$ cat src/rtl/debouncer_multi_pkg.sv
// Shared types and constants for the multi-channel debouncer.
// Channel FSM encoding and the nominal tick rate.
package debouncer_multi_pkg;

  typedef enum logic {
    ST_STABLE   = 1'b0,
    ST_CHANGING = 1'b1
  } db_state_t;

  localparam int TICK_HZ = 1000;

endpackage

$ cat src/rtl/debounce_channel.sv
// One debounce channel: 2-FF sync, settle FSM, tick counter.
// Optional hold counter under DEBOUNCE_LONGPRESS_EN.
module debounce_channel
  import debouncer_multi_pkg::*;
#(
  parameter int   DEBOUNCE_MS = 15,
  parameter logic RESET_VAL   = 1'b0,
  parameter int   LONG_MS     = 1000
) (
  input  logic clk,
  input  logic reset,
  input  logic pulse1kHz,
  input  logic in,
  output logic out,
  output logic rise,
  output logic fall,
  output logic long_press
);

  localparam int CW = $clog2(DEBOUNCE_MS + 1);
  localparam logic [CW-1:0] CNT_LAST = CW'(DEBOUNCE_MS - 1);

  if (DEBOUNCE_MS < 1 || LONG_MS < 1) begin : g_param_err
    $error("debounce_channel: DEBOUNCE_MS and LONG_MS must be >= 1");
  end

  logic          meta;
  logic          s;
  db_state_t     state;
  logic [CW-1:0] cnt;

  // Two-flop synchroniser preloaded with the reset level
  always_ff @(posedge clk or negedge reset) begin
    if (!reset) begin
      meta <= RESET_VAL;
      s    <= RESET_VAL;
    end else begin
      meta <= in;
      s    <= meta;
    end
  end

  // Settle FSM: any bounce back to out restarts the timer
  always_ff @(posedge clk or negedge reset) begin
    if (!reset) begin
      state <= ST_STABLE;
      cnt   <= '0;
      out   <= RESET_VAL;
      rise  <= 1'b0;
      fall  <= 1'b0;
    end else begin
      rise <= 1'b0;
      fall <= 1'b0;
      case (state)
        ST_STABLE: begin
          cnt <= '0;
          if (s != out) state <= ST_CHANGING;
        end
        ST_CHANGING: begin
          if (s == out) begin
            state <= ST_STABLE;
            cnt   <= '0;
          end else if (pulse1kHz) begin
            if (cnt == CNT_LAST) begin
              out   <= s;
              cnt   <= '0;
              state <= ST_STABLE;
              rise  <= s;
              fall  <= ~s;
            end else begin
              cnt <= cnt + 1'b1;
            end
          end
        end
        default: begin
          state <= ST_STABLE;
          cnt   <= '0;
        end
      endcase
    end
  end

`ifdef DEBOUNCE_LONGPRESS_EN
  localparam int HW = $clog2(LONG_MS + 1);
  localparam logic [HW-1:0] HOLD_MAX = HW'(LONG_MS);

  logic [HW-1:0] hold;

  // Hold timer: saturates so a press yields a single pulse
  always_ff @(posedge clk or negedge reset) begin
    if (!reset) begin
      hold       <= '0;
      long_press <= 1'b0;
    end else begin
      long_press <= 1'b0;
      if (!out) begin
        hold <= '0;
      end else if (pulse1kHz && hold != HOLD_MAX) begin
        hold <= hold + 1'b1;
        if (hold == HOLD_MAX - 1'b1) long_press <= 1'b1;
      end
    end
  end
`else
  assign long_press = 1'b0;
`endif

endmodule

$ cat src/rtl/debouncer_multi.sv
// WIDTH independent debounce channels sharing one 1 kHz tick.
// Long-press pulses only with DEBOUNCE_LONGPRESS_EN defined.
module debouncer_multi
  import debouncer_multi_pkg::*;
#(
  parameter int               WIDTH       = 4,
  parameter int               DEBOUNCE_MS = 15,
  parameter logic [WIDTH-1:0] RESET_VAL   = '0,
  parameter int               LONG_MS     = 1000
) (
  input  logic             clk,
  input  logic             reset,
  input  logic             pulse1kHz,
  input  logic [WIDTH-1:0] in,
  output logic [WIDTH-1:0] out,
  output logic [WIDTH-1:0] rise,
  output logic [WIDTH-1:0] fall,
  output logic [WIDTH-1:0] long_press
);

  for (genvar i = 0; i < WIDTH; i++) begin : g_ch
    debounce_channel #(
      .DEBOUNCE_MS(DEBOUNCE_MS),
      .RESET_VAL  (RESET_VAL[i]),
      .LONG_MS    (LONG_MS)
    ) u_ch (
      .clk       (clk),
      .reset     (reset),
      .pulse1kHz (pulse1kHz),
      .in        (in[i]),
      .out       (out[i]),
      .rise      (rise[i]),
      .fall      (fall[i]),
      .long_press(long_press[i])
    );
  end

endmodule

$ cat config.mk
export PLATFORM = sky130hd
export DESIGN_NAME = debouncer_multi
export DESIGN_NICKNAME = d
export VERILOG_FILES = /design/src/rtl/debouncer_multi_pkg.sv /design/src/rtl/debounce_channel.sv /design/src/rtl/debouncer_multi.sv
export SDC_FILE = /design/constraint.sdc
export NUM_CORES = 1
export LEC_CHECK = 0
export CAP_MARGIN = 40
export CORE_ASPECT_RATIO = 1.1
export CORE_UTILIZATION = 54
export CTS_CLUSTER_SIZE = 12
export DETAILED_ROUTE_END_ITERATION = 8
export GPL_ROUTABILITY_DRIVEN = 1
export HOLD_SLACK_MARGIN = 0.08
export PLACE_DENSITY = 0.89
export SLEW_MARGIN = 20
export SYNTH_ARGS = -nofsm -noshare
export SYNTH_HDL_FRONTEND = slang
export SYNTH_SLANG_ARGS = --single-unit
$ cat constraint.sdc
create_clock -name clk -period 1.7 [get_ports clk]
set_input_delay 0.34 -clock clk [delete_from_list [all_inputs] [get_ports clk]]
set_output_delay 0.34 -clock clk [all_outputs]
set_load 0.02 [all_outputs]
==> insert_results.sql, run 1 <==
INSERT INTO impl_metrics (metric_group, metric, value, unit) VALUES
('run_status', 'status', 'finished clean', ''),
('sta', 'timing.clock.skew', '9.12', 'ps'),
('job', 'max_cap_check_violation_count', '0', ''),
('clock_network', 'htree_num_levels', '2', ''),
('critical_path', 'path_max_fanout', '1', ''),
('synthesis', 'synth-seq-area-share', '0.536', ''),
('floorplan', 'die_x', '58.1', 'µm'),
('floorplan', 'die_h', '63.7', 'µm'),
('sta', 'final.hold.worst_slack', '356', 'ps'),
('sta', 'hold_viol_final', '0', ''),
('drt', 'drt_iter0_markers', '81', ''),
('place', 'buffer_ports.inserted', '18', ''),
('clock_network', 'clock_slew_at_reported_path_ffs', '120', 'ps'),
('synthesis', 'synth_compound_area_frac', '0.0978', ''),
('synthesis', 'combinational_family_with_the_most_area_after_synthesis', 'simple AND/OR/NAND/NOR gates', ''),
('global_routing', 'grt_antenna_before_repair', '0', ''),
('critical_path', 'critical_path.top_delay_family', 'buffers and inverters', ''),
('floorplan', 'rows', '22', ''),
('critical_path', 'timing.reg2reg.worst_path_depth', '5', ''),
('finish', 'area.sequential', '0.00100', 'mm²'),
('floorplan', 'core_area', '0.00333', 'mm²'),
('synthesis', 'synth_top_area_frac', '0.536', ''),
('sta', 'timing.slew.headroom', '0.656', ''),
('sta', 'finalCritPeriodShare', '0.962', ''),
('drt', 'routed_wl', '3180', 'µm'),
('synthesis', 'synth_xor_area_frac', '0.0188', ''),
('finish', 'post_route_cells_drive_above_1_share', '0.139', ''),
('sta', 'finalWorstPathRequiredPeriod', '1640', 'ps'),
('drt', 'route.detailed.vias_per_inst', '5.36', ''),
('sta', 'max_frequency', '0.611', 'GHz'),
('sta', 'max_slew.worst_pin.slew', '517', 'ps'),
('synthesis', 'synthesized_area_fraction_occupied_by_adder_cells', '0.0536', ''),
('finish', 'final_util', '0.645', ''),
('hold_path', 'min-delay-path-class', 'register to register', ''),
('pwr', 'power_leakage', '1.02', 'nW'),
('global_routing', 'grt_pass1_vias', '1344', ''),
('synthesis', 'postSynthCellCount', '167', ''),
('synthesis', 'ys.warnings.count', '0', ''),
('critical_path', 'crit_slowest_cell', 'clkdlybuf4s50_1', ''),
('clock_network', 'cts_max_path_bufs', '2', ''),
('synthesis', 'netlist.top_cell.by_area', 'dfrtp_1', ''),
('drt', 'routedWlPerCell', '13.5', 'µm'),
('critical_path', 'timing.critical_path.to_type', 'output port', ''),
('synthesis', 'synthTopCellsByArea', 'dfrtp_1 (54%), buf_4 (6.4%), ha_1 (5.4%)', ''),
('synthesis', 'synth_area_per_cell', '11.2', 'µm²'),
('synthesis', 'yosys.cell_count.top_type', 'dfrtp_1', ''),
('global_routing', 'globalRouteTotalUtil', '0.200', ''),
('place', 'dp.final_hpwl', '2360', 'µm'),
('hold_path', 'min_delay_path_depth', '0', ''),
('finish', 'nets', '201', ''),
('drt', 'detail_route.drc_violations', '0', ''),
('place', 'gp_congestion', '0.732', ''),
('sta', 'aggregate_negative_setup_slack', '0', 'ps'),
('drt', 'number_of_search_and_repair_iterations_in_the_first_detailed_routing_pass', '4', ''),
('critical_path', 'critical_path_arrival', '1300', 'ps'),
('clock_network', 'clock_latency', '350', 'ps'),
('floorplan', 'initial_utilization', '0.561', ''),
('synthesis', 'post_synth_num_cell_types', '33', ''),
('sta', 'timing.final.setup_violations', '0', ''),
('clock_network', 'cts_setup_buffers', '0', ''),
('critical_path', 'startpoint_type', 'register', ''),
('pwr', 'total_power', '1.79', 'mW'),
('synthesis', 'synth_enable_flop_cells', '0', ''),
('global_routing', 'grt_pass1_wl', '5590', 'µm'),
('finish', 'area_delta_synth_final', '15.1', '%'),
('clock_network', 'cts_tree', 'yes', ''),
('critical_path', 'critPathMaxStageDelay', '600', 'ps'),
('drt', 'post_drt_antenna_nets', '0', ''),
('global_routing', 'grt_overflow_total', '0', ''),
('pwr', 'pwr_density_cell', '831', 'mW/mm²'),
('finish', 'num_antenna_cells', '0', '');
## metal layers
metal / routed length (µm) / GRT usage / part of all wire
met1: 1300 / 0.229 / 0.41
met2: 1690 / 0.336 / 0.53
met3: 124 / 0.0575 / 0.039
met4: 72 / 0.101 / 0.023
met5: 0 / 0 / 0
## kinds of logic after synthesis
family / count (synthesis)
DFF: 40
other: 1
buffers and inverters: 24
adders and majority gates: 8
muxes: 4
and+or+nand+nor: 55
xor gates and xnor gates: 4
AOI/OAI and AO/OA: 31
## where the power goes
part | total, mW | internal, mW | switching [mW]
Combinational | 0.102 | 0.0422 | 0.0598
Sequential | 0.989 | 0.971 | 0.0176
Clock | 0.696 | 0.390 | 0.305
## path summary, 6_finish.rpt
check                                                startpoint                         endpoint  slack (ps)
worst max register to register  g_ch[3].u_ch.cnt[0]$_DFFE_PN0P_     g_ch[3].u_ch.out$_DFFE_PN0P_         180
worst min register to register      g_ch[2].u_ch.meta$_DFF_PN0_         g_ch[2].u_ch.s$_DFF_PN0_         360
worst max-delay path                g_ch[1].u_ch.rise$_DFF_PN0_                          rise[1]          60
min in group asynchronous                                 reset      g_ch[2].u_ch.fall$_DFF_PN0_         480
max in group asynchronous                                 reset  g_ch[1].u_ch.cnt[1]$_DFFE_PN0P_         680
worst min-delay path                g_ch[2].u_ch.meta$_DFF_PN0_         g_ch[2].u_ch.s$_DFF_PN0_         360
## cell usage in the layout (no fill, tap or decap), drive strengths merged, types with 3 or more instances in the layout
cell / instances
a31oi: 3
a21oi: 15
o21ai: 5
nand3: 7
inv: 5
ha: 8
dfrtp: 40
nor2: 5
clkbuf: 7
conb: 4
dlygate4sd2: 4
xor2: 4
nor3b: 8
or3: 5
mux2: 4
nand2: 14
and2: 5
buf: 10
clkdlybuf4s50: 12
## registers in the layout, indices dropped and copies added (netlist names)
name	flops
g_ch.u_ch.meta	4
g_ch.u_ch.fall	4
g_ch.u_ch.out	4
g_ch.u_ch.cnt	16
g_ch.u_ch.s	4
g_ch.u_ch.rise	4
g_ch.u_ch.state	4
## repair_timing
| item | CTS | global route |
|---|---|---|
| pin swaps | 0 | 0 |
| hold buffers | 1 | 0 |
| endpoints found under the hold margin | 22 | 0 |
| endpoints found under the setup margin | 4 | 1 |
| gates resized for setup | 4 | 1 |
## final cells by class
type,instances,share of cell area
tap,48,0.0279
sequential,40,0.466
clock buffer,7,0.0303
multi-input combinational,106,0.331
inverter,5,0.00873
timing repair buffer,28,0.122
clock inverter,1,0.0140
## metrics by stage
stage | area (µm²) | instances | setup WS (ps)
6_report | 2150 | 235 | 63.9
5_1_grt | 2150 | 235 | 22.9
4_1_cts | 2150 | 235 | 10.7
3_5_place_dp | 2050 | 226 | -36.4
3_3_place_gp | 2050 | 226 | -1.24
2_1_floorplan | 1880 | 170 | 286
No activity file was read; power rests on OpenSTA's default activity.
==> inputs of run 2 (changes only) <==
Settings changed: REMOVE_ABC_BUFFERS set to 1.
==> run 2 against run 1 <==
  * Clock skew decreased by 5.2 ps
  * Fmax decreased by 0.21%
  * Critical path depth unchanged
  * Cell count unchanged
  * Global-route usage decreased by 0.31 points
  * Clock power decreased by 12%
  * Largest cell class unchanged
  * Highest routed layer unchanged
==> insert_results.sql, run 2 (synthesis results as in run 1) <==
INSERT INTO impl_metrics (metric_group, metric, value, unit) VALUES
('run_status', 'status', 'finished clean', ''),
('sta', 'timing.final.setup_violations', '0', ''),
('clock_network', 'cts_max_path_bufs', '2', ''),
('floorplan', 'core_area', '0.00333', 'mm²'),
('sta', 'timing_max_transition_violations_final', '0', ''),
('drt', 'vias', '1250', ''),
('finish', 'final_util', '0.636', ''),
('drt', 'route.detailed.vias_per_inst', '5.32', ''),
('place', 'buffer_ports.inserted', '18', ''),
('global_routing', 'grt_max_degree', '41', ''),
('drt', 'drt_iter0_markers', '33', ''),
('finish', 'number_of_flip_flops_under_the_largest_register_name', '16', ''),
('sta', 'finalWorstPathRequiredPeriod', '1640', 'ps'),
('critical_path', 'path_max_fanout', '1', ''),
('clock_network', 'clock-root-buffer', 'clkbuf_4', ''),
('global_routing', 'grt_overflow_total', '0', ''),
('sta', 'final.hold.worst_slack', '360', 'ps'),
('critical_path', 'critPathBufInv', '1', ''),
('finish', 'area_delta_synth_final', '13.5', '%'),
('finish', 'top_register', 'g_ch.u_ch.cnt', ''),
('finish', 'final_cell_mix', 'dfrtp_1 (40), a21oi_1 (15), nand2_1 (13), clkdlybuf4s50_1 (13), buf_4 (9)', ''),
('critical_path', 'critPathRequiredTime', '1360', 'ps'),
('pwr', 'peakVddDrop', '665', 'µV'),
('sta', 'max_frequency', '0.610', 'GHz'),
('sta', 'timing.clock.skew', '3.87', 'ps'),
('floorplan', 'floorplan.io_pins', '23', ''),
('clock_network', 'cts_buf_count', '5', ''),
('clock_network', 'htree_num_levels', '2', ''),
('global_routing', 'grt_pass1_vias', '1323', ''),
('critical_path', 'timing.critical_path.to_type', 'output port', ''),
('global_routing', 'globalRouteTotalUtil', '0.197', ''),
('clock_network', 'clock_slew_at_reported_path_ffs', '110', 'ps'),
('clock_network', 'clock_latency', '350', 'ps'),
('finish', 'post_route_cells_drive_above_1_share', '0.139', ''),
('sta', 'aggregate_negative_setup_slack', '0', 'ps'),
('sta', 'grt_setup_unrepaired', 'no', ''),
('place', 'dp.final_hpwl', '2240', 'µm'),
('floorplan', 'die_x', '58.1', 'µm'),
('critical_path', 'timing.critical_path.cells', 'clkdlybuf4s50_1', ''),
('sta', 'finalCritPeriodShare', '0.964', ''),
('critical_path', 'critical_path_arrival', '1300', 'ps'),
('clock_network', 'tritoncts_num_sinks', '40', ''),
('sta', 'hold_viol_final', '0', ''),
('floorplan', 'initial_utilization', '0.561', ''),
('global_routing', 'grt_antenna_before_repair', '0', ''),
('drt', 'routed_wl', '3140', 'µm'),
('finish', 'fillCellCount', '245', ''),
('floorplan', 'die_h', '63.7', 'µm'),
('drt', 'post_drt_antenna_nets', '0', ''),
('critical_path', 'critical_path.top_delay_family', 'buffers and inverters', ''),
('global_routing', 'grt_pass1_wl', '5460', 'µm'),
('clock_network', 'cts_tree', 'yes', ''),
('pwr', 'total_power', '1.70', 'mW'),
('drt', 'number_of_search_and_repair_iterations_in_the_first_detailed_routing_pass', '4', ''),
('critical_path', 'startpoint_type', 'register', ''),
('drt', 'routedWlPerCell', '13.4', 'µm'),
('hold_path', 'min-delay-path-class', 'register to register', ''),
('finish', 'most_common_cell_after_layout_fill_and_taps_aside', 'dfrtp_1', ''),
('critical_path', 'critPathMaxStageDelay', '600', 'ps'),
('finish', 'nets', '201', ''),
('critical_path', 'setup.worst_path.class', 'register to output port', ''),
('pwr', 'pwr_density_cell', '802', 'mW/mm²'),
('floorplan', 'dieArea', '0.00370', 'mm²'),
('place', 'gp_congestion', '0.866', ''),
('job', 'max_cap_check_violation_count', '0', ''),
('finish', 'num_antenna_cells', '0', ''),
('pwr', 'power_leakage', '0.988', 'nW'),
('critical_path', 'crit_slowest_cell', 'clkdlybuf4s50_1', ''),
('drt', 'detail_route.drc_violations', '0', ''),
('place', 'dpl-instance-area', '0.00203', 'mm²'),
('floorplan', 'rows', '22', ''),
('finish', 'finish.instance_area', '0.00212', 'mm²'),
('clock_network', 'cts_setup_buffers', '0', '');
==> run 2: path summary, 6_finish.rpt <==
kind                            depth (start not counted)                       startpoint                            to  slack [ps]
worst min register to register                          0      g_ch[0].u_ch.meta$_DFF_PN0_      g_ch[0].u_ch.s$_DFF_PN0_         360
worst max register to register                          6  g_ch[0].u_ch.cnt[0]$_DFFE_PN0P_   g_ch[0].u_ch.rise$_DFF_PN0_         100
min in group asynchronous                               3                            reset  g_ch[0].u_ch.out$_DFFE_PN0P_         560
worst max-delay path                                    1      g_ch[0].u_ch.fall$_DFF_PN0_                       fall[0]          60
max in group asynchronous                               3                            reset   g_ch[3].u_ch.meta$_DFF_PN0_         810
worst min-delay path                                    0      g_ch[0].u_ch.meta$_DFF_PN0_      g_ch[0].u_ch.s$_DFF_PN0_         360
==> run 2: what timing repair did <==
action	CTS	global route
endpoints found under the hold margin	40	0
resized for setup	4	0
hold buffers	1	0
setup endpoints to repair	4	0
==> run 2: power by group <==
| group | internal (mW) | switching (mW) | total (mW) |
|---|---|---|---|
| clock network | 0.306 | 0.308 | 0.614 |
| logic | 0.0401 | 0.0574 | 0.0976 |
| registers | 0.971 | 0.0180 | 0.989 |
==> run 2: metrics by stage <==
step | setup WS (ps) | std cells
final | 60.4 | 235
after global routing | 1.92 | 235
after CTS | 29.3 | 235
after detailed placement | -72.5 | 226
after global placement | -6.97 | 226
after floorplan | 286 | 151
==> run 2: layout make-up <==
type / count / area [µm²] / share of cell area
Tap cell: 48 / 60.1 / 0.0283
Sequential cell: 40 / 1000 / 0.472
Clock buffer: 5 / 37.5 / 0.0177
Inverter: 5 / 18.8 / 0.00885
Timing Repair Buffer: 28 / 248 / 0.117
Multi-Input combinational cell: 106 / 712 / 0.336
Clock inverter: 3 / 42.5 / 0.0201
==> run 2: metal layers <==
layer,up-vias,share of wire,track usage
met4,0,0.024,0.107
li1,595,-,-
met3,8,0.034,0.0513
met5,-,0,0
met1,612,0.41,0.223
met2,35,0.53,0.333
==> inputs of run 3 (changes only) <==
Settings changed: CAP_MARGIN 40 to not set.
==> results of run 3 <==
No change in the layout: final DEF, timing and power equal those of run 2.
